**config.mk**
```make
export PLATFORM = sky130hd
export DESIGN_NAME = car_traffic_gen
export DESIGN_NICKNAME = d
export VERILOG_FILES = /design/src/rtl/car_traffic_pkg.sv /design/src/rtl/dwell_timer.sv /design/src/rtl/car_traffic_gen.sv
export SDC_FILE = /design/constraint.sdc
export NUM_CORES = 1
export LEC_CHECK = 0
export BUFFER_PORTS_ARGS = -buffer_cell sky130_fd_sc_hd__clkbuf_2
export CELL_PAD_IN_SITES_DETAIL_PLACEMENT = 0
export CELL_PAD_IN_SITES_GLOBAL_PLACEMENT = 1
export CORE_MARGIN = 1.5
export CORE_UTILIZATION = 48
export CTS_BUF_LIST = sky130_fd_sc_hd__clkbuf_4 sky130_fd_sc_hd__clkbuf_8
export DETAILED_ROUTE_END_ITERATION = 16
export PLACE_DENSITY = 0.95
export SLEW_MARGIN = 25
export SYNTH_ARGS = -nofsm -noshare
export SYNTH_HDL_FRONTEND = slang
export SYNTH_SLANG_ARGS = --single-unit
```
**constraint.sdc**
```tcl
create_clock -name clk -period 6.45 [get_ports clk]
set_clock_uncertainty 0.15 [all_clocks]
set_input_delay 0.3225 -clock clk [delete_from_list [all_inputs] [get_ports clk]]
set_output_delay 0.3225 -clock clk [all_outputs]
set_load 0.005 [all_outputs]
```
**src/rtl/car_traffic_pkg.sv**
```systemverilog
`default_nettype none
// ============================================================================
//  Module      : car_traffic_pkg
//  Description : Shared types and constants for the car traffic generator.
//                Holds the FSM state encoding, the photo-sensor image
//                constants and a helper that maps a pass phase to its
//                sensor image.
//                Optional feature macro: CAR_TRAFFIC_GEN_ABORT_EN adds the
//                REV state that is used to back a car out of the sensors.
//  Revision    : 1.0 - initial release
// ============================================================================
package car_traffic_pkg;

    // FSM state encoding. REV only exists when the abort feature is built in.
    typedef enum logic [2:0] {
        IDLE = 3'd0,
        PH1  = 3'd1,
        PH2  = 3'd2,
        PH3  = 3'd3
`ifdef CAR_TRAFFIC_GEN_ABORT_EN
        ,
        REV  = 3'd4
`endif
    } state_t;

    // Sensor image: bit1 = outer sensor A, bit0 = inner sensor B, 1 = blocked.
    localparam logic [1:0] SNS_CLEAR = 2'b00;
    localparam logic [1:0] SNS_A     = 2'b10;
    localparam logic [1:0] SNS_AB    = 2'b11;
    localparam logic [1:0] SNS_B     = 2'b01;

    // Sensor image shown while a pass sits in a given phase. An exit pass
    // is the mirror image of an enter pass, so only PH1/PH3 depend on dir.
    function automatic logic [1:0] phase_sensors(input state_t phase, input logic enter);
        logic [1:0] v;
        case (phase)
            PH1:     v = enter ? SNS_A : SNS_B;
            PH2:     v = SNS_AB;
            PH3:     v = enter ? SNS_B : SNS_A;
            default: v = SNS_CLEAR;
        endcase
        return v;
    endfunction

endpackage
`default_nettype wire

```
**src/rtl/dwell_timer.sv**
```systemverilog
`default_nettype none
// ============================================================================
//  Module      : dwell_timer
//  Description : Loadable down-counter with a zero flag. Loading value N and
//                then decrementing once per cycle keeps the phase running for
//                N+1 cycles, including the cycle in which zero is seen.
//  Ports       : clk        - clock, rising edge
//                rst        - synchronous active-high reset (count -> 0)
//                i_load     - load i_load_val (has priority over i_dec)
//                i_load_val - value to load
//                i_dec      - decrement by one, saturating at zero
//                o_zero     - count is zero
//  Revision    : 1.0 - initial release
// ============================================================================
module dwell_timer #(
    parameter int WIDTH = 8
) (
    input  logic             clk,
    input  logic             rst,
    input  logic             i_load,
    input  logic [WIDTH-1:0] i_load_val,
    input  logic             i_dec,
    output logic             o_zero
);

    logic [WIDTH-1:0] r_count;

    always_ff @(posedge clk) begin
        if (rst) begin
            r_count <= '0;
        end else if (i_load) begin
            r_count <= i_load_val;
        end else if (i_dec && (r_count != '0)) begin
            r_count <= r_count - 1'b1;
        end
    end

    assign o_zero = (r_count == '0);

endmodule
`default_nettype wire

```
**src/rtl/car_traffic_gen.sv**
```systemverilog
`default_nettype none
// ============================================================================
//  Module      : car_traffic_gen
//  Description : Generates the photo-sensor image of one car passing a
//                two-beam gate. A pass is three phases (A, AB, B for an
//                enter pass; B, AB, A for an exit pass), each dwell+1
//                cycles long, followed by one clear cycle flagged by done.
//                Optional feature macro: CAR_TRAFFIC_GEN_ABORT_EN adds the
//                abort input / aborted output; an aborted car backs out
//                through the phases it has already crossed.
//  Ports       : clk     - clock, rising edge
//                reset   - synchronous active-high reset
//                start   - request one pass (accepted only when idle)
//                dir     - 1 = enter, 0 = exit
//                dwell   - phase length minus one, in cycles
//                sensors - registered sensor image {A, B}
//                busy    - pass in progress
//                done    - one-cycle pulse after a completed pass
//                abort   - (ABORT_EN) back the car out
//                aborted - (ABORT_EN) one-cycle pulse after a backed-out pass
//  Revision    : 1.0 - initial release
// ============================================================================
module car_traffic_gen
    import car_traffic_pkg::*;
#(
    parameter int DWELL_W = 8
) (
    input  logic               clk,
    input  logic               reset,
    input  logic               start,
    input  logic               dir,
    input  logic [DWELL_W-1:0] dwell,
    output logic [1:0]         sensors,
    output logic               busy,
    output logic               done
`ifdef CAR_TRAFFIC_GEN_ABORT_EN
    ,
    input  logic               abort,
    output logic               aborted
`endif
);

    // ------------------------------------------------------------------
    // Registers and next-state values
    // ------------------------------------------------------------------
    state_t             r_state;
    state_t             w_state_next;
    logic               r_dir;
    logic               w_dir_next;
    logic [DWELL_W-1:0] r_dwell;
    logic [DWELL_W-1:0] w_dwell_next;
    logic               r_done;
    logic               w_done_next;
    logic [1:0]         r_sensors;
    logic [1:0]         w_sensors_next;
    logic               r_busy;
    logic               w_busy_next;
    state_t             w_disp;

`ifdef CAR_TRAFFIC_GEN_ABORT_EN
    // Phase currently being replayed while backing out.
    state_t             r_rev_phase;
    state_t             w_rev_next;
    logic               r_aborted;
    logic               w_aborted_next;
`endif

    // Timer control
    logic               w_load;
    logic [DWELL_W-1:0] w_load_val;
    logic               w_dec;
    logic               w_zero;

    dwell_timer #(
        .WIDTH (DWELL_W)
    ) u_dwell_timer (
        .clk        (clk),
        .rst        (reset),
        .i_load     (w_load),
        .i_load_val (w_load_val),
        .i_dec      (w_dec),
        .o_zero     (w_zero)
    );

    // ------------------------------------------------------------------
    // State register. Outputs are registered from their next values so
    // sensors/busy/done change in the same cycle as the state.
    // ------------------------------------------------------------------
    always_ff @(posedge clk) begin
        if (reset) begin
            r_state     <= IDLE;
            r_dir       <= 1'b0;
            r_dwell     <= '0;
            r_done      <= 1'b0;
            r_sensors   <= SNS_CLEAR;
            r_busy      <= 1'b0;
`ifdef CAR_TRAFFIC_GEN_ABORT_EN
            r_rev_phase <= PH1;
            r_aborted   <= 1'b0;
`endif
        end else begin
            r_state     <= w_state_next;
            r_dir       <= w_dir_next;
            r_dwell     <= w_dwell_next;
            r_done      <= w_done_next;
            r_sensors   <= w_sensors_next;
            r_busy      <= w_busy_next;
`ifdef CAR_TRAFFIC_GEN_ABORT_EN
            r_rev_phase <= w_rev_next;
            r_aborted   <= w_aborted_next;
`endif
        end
    end

    // ------------------------------------------------------------------
    // Next-state logic. Each phase loads the timer on entry and leaves
    // when the timer reads zero, giving dwell+1 cycles per phase.
    // ------------------------------------------------------------------
    always_comb begin
        w_state_next   = r_state;
        w_dir_next     = r_dir;
        w_dwell_next   = r_dwell;
        w_done_next    = 1'b0;
        w_load         = 1'b0;
        w_load_val     = r_dwell;
        w_dec          = 1'b0;
`ifdef CAR_TRAFFIC_GEN_ABORT_EN
        w_rev_next     = r_rev_phase;
        w_aborted_next = 1'b0;
`endif

        case (r_state)
            IDLE: begin
                if (start) begin
                    // The live dwell input is loaded here because r_dwell
                    // only takes the new value at this same edge.
                    w_state_next = PH1;
                    w_dir_next   = dir;
                    w_dwell_next = dwell;
                    w_load       = 1'b1;
                    w_load_val   = dwell;
                end
            end

            PH1: begin
`ifdef CAR_TRAFFIC_GEN_ABORT_EN
                // Nothing to back out of yet: go straight to idle.
                if (abort) begin
                    w_state_next   = IDLE;
                    w_aborted_next = 1'b1;
                end else
`endif
                if (w_zero) begin
                    w_state_next = PH2;
                    w_load       = 1'b1;
                end else begin
                    w_dec = 1'b1;
                end
            end

            PH2: begin
`ifdef CAR_TRAFFIC_GEN_ABORT_EN
                if (abort) begin
                    w_state_next = REV;
                    w_rev_next   = PH1;
                    w_load       = 1'b1;
                end else
`endif
                if (w_zero) begin
                    w_state_next = PH3;
                    w_load       = 1'b1;
                end else begin
                    w_dec = 1'b1;
                end
            end

            PH3: begin
`ifdef CAR_TRAFFIC_GEN_ABORT_EN
                if (abort) begin
                    w_state_next = REV;
                    w_rev_next   = PH2;
                    w_load       = 1'b1;
                end else
`endif
                if (w_zero) begin
                    w_state_next = IDLE;
                    w_done_next  = 1'b1;
                end else begin
                    w_dec = 1'b1;
                end
            end

`ifdef CAR_TRAFFIC_GEN_ABORT_EN
            // Replay PH2 (if entered from PH3) then PH1; abort is ignored.
            REV: begin
                if (w_zero) begin
                    if (r_rev_phase == PH2) begin
                        w_rev_next = PH1;
                        w_load     = 1'b1;
                    end else begin
                        w_state_next   = IDLE;
                        w_aborted_next = 1'b1;
                    end
                end else begin
                    w_dec = 1'b1;
                end
            end
`endif

            default: begin
                w_state_next = IDLE;
            end
        endcase
    end

    // ------------------------------------------------------------------
    // Output logic, computed from the next state so that the registered
    // outputs line up with the registered state.
    // ------------------------------------------------------------------
    always_comb begin
        w_busy_next = (w_state_next != IDLE);
`ifdef CAR_TRAFFIC_GEN_ABORT_EN
        w_disp = (w_state_next == REV) ? w_rev_next : w_state_next;
`else
        w_disp = w_state_next;
`endif
        w_sensors_next = phase_sensors(w_disp, w_dir_next);
    end

    assign sensors = r_sensors;
    assign busy    = r_busy;
    assign done    = r_done;
`ifdef CAR_TRAFFIC_GEN_ABORT_EN
    assign aborted = r_aborted;
`endif

endmodule
`default_nettype wire

```
Yosys cells after proc, flatten, opt, wreduce, memory -nomap -nowiden
Cells that the tools add are included.
Word-level totals
  register bits: 24
  output and inout port bits: 4
  logic and storage cells: 43
  bits of input ports: 12
Operators by class
  muxes and demuxes: 19
  add/sub/neg operators: 1
  eq/ne operators: 6
  bitwise logic cells: 1
  reduce and logical (&&, ||, !) cells: 9
Operators by type and width (number)
  $mux 8: 4
  $eq 3x2->1 const B: 4
  $mux 3: 4
  $pmux 3 s4: 1
  $logic_not 8->1: 1
  $reduce_bool 8->1: 1
  $sub 8x1->8 const B: 1
  $eq 3x1->1 const B: 2
  $mux 1: 6
  $pmux 2 s3: 1
  $mux 2: 2
  $reduce_or 2->1: 2
  $logic_not 3->1: 1
  $reduce_bool 3->1: 1
  $reduce_or 3->1: 1
  $pmux 1 s2: 1
  $reduce_bool 2->1: 1
  $logic_and 1x1->1: 1
  $not 1->1: 1

Depth between registers and ports, before layout
Gate-level depths: netlist of run 1.
  word-level depth: 6
  gate-level depth with buffers: 7
  mapped depth without buffers: 6

Cells and area by module
A second synthesis of run 1 with hierarchy kept.
Second synthesis, totals
  cells, all modules: 125
  area, all modules: 1207.4 µm²
Modules (own cells, without submodules)
  car_traffic_gen: instances 1, sequential area each 320.3 µm², cells each 66, area each 691.9 µm²
  dwell_timer: instances 1, sequential area each 160.2 µm², cells each 59, area each 515.5 µm²

Worst setup path after synthesis of run 1
Ideal clock, no wire load.
  path type: reg2reg
  start point: reg r_state[1]
  end point: reg r_sensors[0] (netlist: sensors[0])
  buffers on the path: 2
  path slack: 4373 ps
  stages on the path, launching flop included: 7
  period minus slack after synthesis: 2077 ps
  setup time: 86 ps
  data arrival time: 1841 ps
  required time: 6214 ps
  cell sequence: dfxtp_1 buf_2 nor4b_1 buf_4 mux2i_1 or4b_1 a221oi_2
Between the ends
  cells in the longest elaborated chain, start to end: 4
  elaborated cells on any way between the ends: 16
  those cells by class: eq/ne (6); mux (9); reduce/logical (1)
RTL lines
  start, declared: RTL line car_traffic_gen.sv:46  | state_t r_state;
  start signal, assigned: RTL line car_traffic_gen.sv:102  | r_state <= w_state_next;
  $eq 3x2->1, or another cell as far along: RTL line car_traffic_gen.sv:132  | case (r_state)
  $pmux 3 s4 / $mux 1 (equally long branches): RTL line car_traffic_gen.sv:132
  $eq 3x2->1, or another cell as far along: RTL line car_traffic_pkg.sv:36  | case (phase)
  $pmux 2 s3 (*): RTL line car_traffic_pkg.sv:36
  end signal, assigned: RTL line car_traffic_gen.sv:106  | r_sensors <= w_sensors_next;
  end, declared: RTL line car_traffic_gen.sv:54  | logic [1:0] r_sensors;
Every way passes the cells marked *; elsewhere a longest branch is shown, timed or not.
A chain may end at the register's enable or synchronous reset.

Final worst setup path of run 1
  start point: reg u_dwell_timer.r_count[0]
  end point: reg u_dwell_timer.r_count[7]
Between the ends
  cells in the longest elaborated chain, start to end: 5
  elaborated cells on any way between the ends: 11
  those cells by class: add/sub (1); mux (6); reduce/logical (4)
RTL lines
  start, declared: RTL line dwell_timer.sv:26  | logic [WIDTH-1:0] r_count;
  start signal, assigned: RTL line dwell_timer.sv:32  | r_count <= i_load_val;
  start signal, assigned: RTL line dwell_timer.sv:34  | r_count <= r_count - 1'b1;
  parallel branches: the longest is 5 deep, another holds $sub 8x1->8
Parallel ways; which one is timed is not known. The select of a mux whose other input is x is not followed.

==> key figures, run 1 <==
Clocking
  • Max clock buf depth: 2
  • CTS H-tree lvls: 1
  • Root buffer cell: clkbuf_4
  • Clock transition at path regs: 0.13 ns
  • Clock sink total: 24
  • CTS resizes: 0
  • Cts-stage hold buffer count: 0
  • Num CTS Buffers: 3
  • Post-CTS setup buffer count: 0
  • CTS tree: yes
  • Clock Latency Late Sink: about 0.32 ns

Setup path
  • CP Class: reg -> reg
  • CP Launch Point: u_dwell_timer.r_count[0]
  • Critical Path AT: roughly 2.4 ns
  • Worst path cell trace: inv_1 -> ha_1 -> or4b_4 -> o21ai_1 -> mux2_2 -> a21oi_1
  • CP Buf/Inv Count: 1
  • CP max stage cell: or4b_4
  • Required time of the critical path: 6.54 ns
  • CP startpoint kind: flip-flop
  • Worst-path maximum fanout: 6
  • RR Startpoint: u_dwell_timer.r_count[0]
  • CP top delay family: compound AO/OA/AOI/OAI gates
  • Worst Setup End Kind: flip-flop
  • Critical Path Max Stage Delay: around 0.50 ns

Floorplanning
  • Core area: between 2000 and 2500 sq um
  • IO Count: 16
  • Row Count: 17
  • Initial core utilization: a little over half
  • Die area: between 2000 and 3000 sq um
  • Chip Height: between 50 and 60 microns
  • Die extent in x: about 53 microns

Synthesis
  • Syn Inst Count: around 130
  • Prevailing post-synth register cell: dfxtp_1
  • Yosys warns: 0
  • Library cells used by synthesis: 46
  • Seq cells post-synth: 24
  • Asr flop ratio synth: 0%
  • Synthesized area: between 1000 and 1500 sq um
  • Syn avg cell area: between 9 and 10 sq um
  • Sequential area share after synthesis: about 40%
  • Syn Nets: around 140
  • Number of synthesized flops with an enable pin: 0

Drt
  • ANT nets after route: 0
  • Vias/cell: between 5 and 6
  • DRC: 0
  • Drt first pass iters: 4
  • Routed wire length: around 2400 microns
  • Routed wire per std cell: between 10 and 15 microns
  • Number of vias in the routed layout: 1000
  • Initial drt markers: 24

Place
  • Placement Cell Area: 1290 sq um
  • Input/output buffers: 15
  • Gpl congestion: approximately 0.90
  • Post-DP HPWL: approximately 1800 microns

Global route
  • Antenna violations before repair: 0
  • Grt ovf: 0
  • Largest net degree at the start of global routing: 23
  • Number of global-route vias before repair: about 960
  • Total track usage: between 20% and 30%
  • First-pass GRT wire length: ~4200 microns

Pwr
  • Switching Share: between 30% and 40%
  • Worst vdd ir: between 0.1 and 0.15 mV
  • Register share of total power: between 50% and 60%
  • Pwr/cell area: roughly 240 nW/um^2
  • Switch Pwr: approximately 95 uW
  • Clock group share of total power: between 20% and 30%
  • P_int: between 200 and 250 uW
  • Combinational power share: between 20% and 30%
  • Total power draw: roughly 310 uW
  • Leakage: approximately 0.00053 uW

STA
  • Final setup fails: 0
  • Count of final hold-check violations: 0
  • Setup TNS: 0 ns
  • RSZ-0062 raised after global routing: false
  • Fmax: around 430 MHz
  • Final period util: between 30% and 40%
  • Worst Max-Slew Pin Slew: between 0.6 and 0.7 ns
  • Relative slew slack: a little over half
  • Slew Limit Fails: 0
  • Final Critical Period: ~2.3 ns

Final layout
  • Share of layout cells above drive strength 1: about 21%
  • Design area: roughly 1300 sq um
  • Area growth syn-to-layout: 8.93%
  • Ant diodes: 0
  • NumNets Final: around 160

Worst hold path
  • Min-delay worst type: in -> reg
  • Hold Path Origin: dwell[5]

Run
  • Max cap viols: 0

Status
  • Outcome: finished, final reports clean
==> Yosys cell counts, types with 2 or more instances <==
| cell type | number | area share [%] |
|---|---|---|
| clkbuf_1 | 2 | 0.62 |
| nand2b_1 | 2 | 1.0 |
| nor2_1 | 15 | 4.7 |
| xnor2_1 | 2 | 1.5 |
| a41oi_1 | 2 | 1.5 |
| mux2i_1 | 11 | 9.1 |
| dfxtp_1 | 24 | 40 |
| xor2_1 | 2 | 1.5 |
| nor2b_1 | 5 | 2.6 |
| o21ai_0 | 2 | 0.83 |
| a21oi_1 | 4 | 1.7 |
| inv_1 | 9 | 2.8 |
| buf_2 | 3 | 1.2 |
| nor3b_1 | 2 | 1.2 |
| or3_1 | 3 | 1.6 |
| nand4_1 | 2 | 1.0 |
| nor3_1 | 2 | 0.83 |
| nor4_1 | 3 | 1.6 |
| mux2_2 | 2 | 1.9 |
| o211ai_1 | 2 | 1.2 |
| a211oi_1 | 5 | 3.1 |
==> layout make-up <==
class	instances	area (sq um)
Tap cell	28	35.0
Fill cell	222	985
Sequential cell	24	480
Timing Repair Buffer	16	82.6
Inverter	9	33.8
Multi-Input combinational cell	88	658
Clock buffer	3	22.5
==> sequential cells by signal (all words and copies together), names as in the netlist <==
| register | count |
|---|---|
| r_dwell | 8 |
| done | 1 |
| busy | 1 |
| r_dir | 1 |
| u_dwell_timer.r_count | 8 |
| r_state | 3 |
| sensors | 2 |
==> kinds of logic (layout without fill, tap and decap cells) <==
family,count (synthesis),after routing,synth area share [%]
buffers and inverters,17,28,6.65
adder cells (fa/ha/maj),1,1,1.04
AND/OR/NAND/NOR,44,44,22.6
other,1,1,0.311
multiplexers,13,13,11.0
XOR/XNOR,4,4,2.91
flip-flops,24,24,39.9
AO/OA/AOI/OAI,25,25,15.6
==> per-stage QoR <==
| step | worst slack (ns) | util, % | std cells | hold WS, ns |
|---|---|---|---|---|
| after detailed placement | 4.16 | 56.2 | 165 | 0.329 |
| after floorplan | 4.37 | - | 129 | 0.298 |
| after global routing | 3.94 | 57.1 | 168 | 0.114 |
| after global placement | 4.00 | 55.8 | 165 | 0.314 |
| after CTS | 4.13 | 57.1 | 168 | 0.0995 |
| final | 4.11 | 57.1 | 168 | 0.0962 |
==> final timing paths <==
path                                                  to  slack (ns)  cells after the start
worst max-delay path            u_dwell_timer.r_count[7]        4.11                      6
worst min-delay path                          r_dwell[5]         0.1                      3
worst max register to register  u_dwell_timer.r_count[7]        4.11                      6
worst min register to register                r_dwell[6]        0.36                      2
==> cell usage in the layout (no fill, tap or decap), types with 2 or more instances in the layout <==
cell type  count
a211oi_1       5
a21oi_1        4
clkbuf_2      15
clkbuf_4       3
dfxtp_1       24
inv_1          9
mux2_2         2
mux2i_1       11
nand2b_1       2
nand4_1        2
nor2_1        15
nor2b_1        5
nor3_1         2
nor3b_1        2
nor4_1         3
o211ai_1       2
o21ai_0        2
or3_1          3
xnor2_1        2
xor2_1         2
==> power by group through the flow <==
stage / logic [uW] / registers [uW] / clock network [uW]
floorplan: 60.9 / 168 / 0
global placement: 69.9 / 173 / 0
detailed placement: 73.2 / 174 / 0
CTS: 73.4 / 170 / 68.2
global route: 82.0 / 172 / 72.1
finish: 73.3 / 171 / 65.2
==> routing by layer <==
metal	up-vias	share of wire, %	global-route usage [%]
li1	490	-	-
met1	481	46	25.9
met2	26	49	34.8
met3	3	4.0	2.54
met4	0	1.0	7.69
met5	-	0	0
==> worst min-delay path: cells and delay by family <==
family / cells / cell delay, ns
buffers and inverters: 1 / 0.07
muxes: 1 / 0.06
and+or+nand+nor: 1 / 0.08
Power figures use the tool's default switching activity.
==> inputs of run 2 (changes only) <==
--- a/config.mk
+++ b/config.mk
@@ -9,10 +9,10 @@
 export CELL_PAD_IN_SITES_DETAIL_PLACEMENT = 0
 export CELL_PAD_IN_SITES_GLOBAL_PLACEMENT = 1
 export CORE_MARGIN = 1.5
-export CORE_UTILIZATION = 48
+export CORE_UTILIZATION = 40
 export CTS_BUF_LIST = sky130_fd_sc_hd__clkbuf_4 sky130_fd_sc_hd__clkbuf_8
 export DETAILED_ROUTE_END_ITERATION = 16
-export PLACE_DENSITY = 0.95
+export PLACE_DENSITY = 0.86
 export SLEW_MARGIN = 25
 export SYNTH_ARGS = -nofsm -noshare
 export SYNTH_HDL_FRONTEND = slang
==> constraint.sdc (replaced) <==
create_clock -name clk -period 1.99 [get_ports clk]
set_clock_uncertainty 0.15 [all_clocks]
set_input_delay 0.0995 -clock clk [delete_from_list [all_inputs] [get_ports clk]]
set_output_delay 0.0995 -clock clk [all_outputs]
set_load 0.005 [all_outputs]
==> key figures, run 2 (synthesis gave the netlist of run 1 again) <==
Pwr
  • Register share of total power: 45.5% (-9.7 points)
  • Worst vdd ir: 0.459 mV (+250%)
  • Combinational power share: 33.0% (+9.3 points)
  • Pwr/cell area: 735 nW/um^2 (+210%)
  • P_int: 824 uW (+280%)
  • Total power draw: 1210 uW (+290%)
  • Switch Pwr: 386 uW (+310%)
  • Leakage: 0.000684 uW (+29%)
  • Clock group share of total power: 21.5% (+0.4 points)
  • Switching Share: 31.9% (+1.2 points)

STA
  • Hold Slack: 0.0289 ns (-0.0673 ns)
  • Count of final hold-check violations: 0 (unchanged)
  • Final setup fails: 0 (unchanged)
  • Fmax: 512 MHz (+20%)
  • Final period util: 98.1% (+62 points)
  • Slew Limit Fails: 0 (unchanged)
  • Final Critical Period: 1.95 ns (-0.386 ns)

Clocking
  • Clock transition at path regs: 0.14 ns (about the same)
  • Root buffer cell: clkbuf_4
  • Max clock buf depth: 2 (unchanged)
  • Num CTS Buffers: 3 (unchanged)
  • CTS H-tree lvls: 1 (unchanged)
  • Clock Latency Late Sink: 0.32 ns (about the same)
  • Clock sink total: 24 (unchanged)
  • CTS tree: yes

Floorplanning
  • Initial core utilization: 43.0% (-9.5 points)
  • Die extent in x: 57.9 microns (+9.0%)
  • IO Count: 16 (unchanged)
  • Die area: 3350 sq um (+19%)
  • Core area: 2810 sq um (+22%)
  • Chip Height: 57.9 microns (+9.0%)
  • Row Count: 19 (+2)

Worst hold path
  • Min-delay worst type: in -> reg
  • Hold Path Stages: 4 (+1)
  • Hold Path Origin: dir
  • Worst hold endpoint: r_dir

Final layout
  • Area of the multi-input gates: 752 sq um (+14%)
  • Regs by FF count: r_dwell x8, u_dwell_timer.r_count x8, r_state x3
  • Ant diodes: 0 (unchanged)
  • Most common cell after layout, fill and taps aside: dfxtp_1
  • Area growth syn-to-layout: 36.6%
  • Most frequent cells in the layout: dfxtp_1, buf_4, nor2_1, clkbuf_2, mux2i_1
  • Register area: 483 sq um (+0.52%)
  • NumNets Final: 181 (+17%)
  • Share of layout cells above drive strength 1: 36.5% (+16 points)
  • Filler cell count: 240 (+8.1%)
  • Design area: 1650 sq um (+25%)

Global route
  • Antenna violations before repair: 0 (unchanged)
  • Largest net degree at the start of global routing: 23 (unchanged)
  • Number of global-route vias before repair: 1082 (+13%)
  • Grt ovf: 0 (unchanged)
  • First-pass GRT wire length: 4900 microns (+16%)
  • Total track usage: 19.1% (-1.3 points)

Place
  • Gpl congestion: 0.861 (-3.9%)
  • Placement Cell Area: 1410 sq um (+9.3%)
  • Input/output buffers: 15 (unchanged)
  • Post-DP HPWL: 2120 microns (+17%)

Drt
  • Number of vias in the routed layout: 1159 (+16%)
  • Routed wire length: 3250 microns (+34%)
  • Routed wire per std cell: 16.4 microns (+14%)
  • DRC: 0 (unchanged)
  • Vias/cell: 5.85 (-1.7%)
  • ANT nets after route: 0 (unchanged)
  • Initial drt markers: 34 (+42%)
  • Drt first pass iters: 4 (unchanged)

Setup path
  • R2R depth: 6 (unchanged)
  • Critical Path AT: 2.05 ns (-0.38 ns)
  • R2r endpoint: u_dwell_timer.r_count[7]
  • CP Class: reg -> reg
  • CP startpoint kind: flip-flop
  • RR Startpoint: u_dwell_timer.r_count[1]
  • Worst Setup End Kind: flip-flop
  • Worst-path maximum fanout: 4 (-2)
  • Register-to-register setup slack: 0.04 ns (-4.07 ns)
  • Required time of the critical path: 2.09 ns (-4.45 ns)

Status
  • Outcome: finished, final reports clean

Run
  • Max cap viols: 0 (unchanged)
## run 2: cell types whose count changed in the layout (fill, tap and decap cells not counted), sizes merged
cell / previous run / this run
dlygate4sd3: 0 / 8
buf: 1 / 19
clkbuf: 18 / 19
## run 2: final cells by class
cell class | instances | share of cell area (%)
multi-input cells | 88 | 45.7
flip-flops and latches | 24 | 29.4
repair buffers | 42 | 18.3
well taps | 31 | 2.36
clock buffers | 4 | 2.21
inverters | 9 | 2.05
## run 2: critical path: stages (launching register included)
cell and delay, ns:
dfxtp_2 0.35, inv_2 0.07, ha_4 0.14, or4b_4 0.52
o21ai_4 0.17, mux2_2 0.35, a21oi_1 0.14
## run 2: per-stage QoR
step	instances	utilization, %	setup TNS (ns)	worst slack, ns
global route	198	58.7	-0.0182	-0.0138
global placement	184	50.3	0	0.0726
CTS	199	55.8	-0.000407	-0.000407
detailed placement	184	50.3	-0.0275	-0.0275
floorplan	129	-	-0.0509	-0.0509
finish	198	58.7	0	0.0376
## run 2: how the worst max path moves through the flow
stage | startpoint | slack, ns | to
2_1_floorplan | r_state[1] | -0.05 | sensors[0]
3_3_place_gp | u_dwell_timer.r_count[0] | 0.07 | sensors[0]
3_5_place_dp | u_dwell_timer.r_count[1] | -0.03 | sensors[0]
4_1_cts | u_dwell_timer.r_count[0] | -0.0004 | sensors[0]
5_1_grt | u_dwell_timer.r_count[1] | -0.01 | sensors[0]
6_report | u_dwell_timer.r_count[1] | 0.04 | u_dwell_timer.r_count[7]
## run 2: per-layer routing
layer / share of wire (%) / routed length, microns / global-route usage (%)
met1: 42 / 1370 / 22.9
met2: 52 / 1690 / 34.9
met3: 4.0 / 131 / 2.01
met4: 1.7 / 54 / 6.98
met5: 0 / 0 / 0
## run 2: power by group through the flow
stage | Clock, uW | Combinational [uW] | Sequential [uW]
final | 260 | 399 | 550
after global routing | 282 | 425 | 555
after CTS | 264 | 342 | 545
after detailed placement | 0 | 302 | 555
after global placement | 0 | 288 | 553
after floorplan | 0 | 201 | 546
## run 2: what timing repair did
action | CTS | global route
endpoints found under the hold margin | 8 | 0
gates cloned | 0 | 0
hold buffers | 8 | 0
pin swaps | 2 | 7
setup endpoints to repair | 3 | 11
gates resized for setup | 5 | 15
buffers inserted | 3 | 0
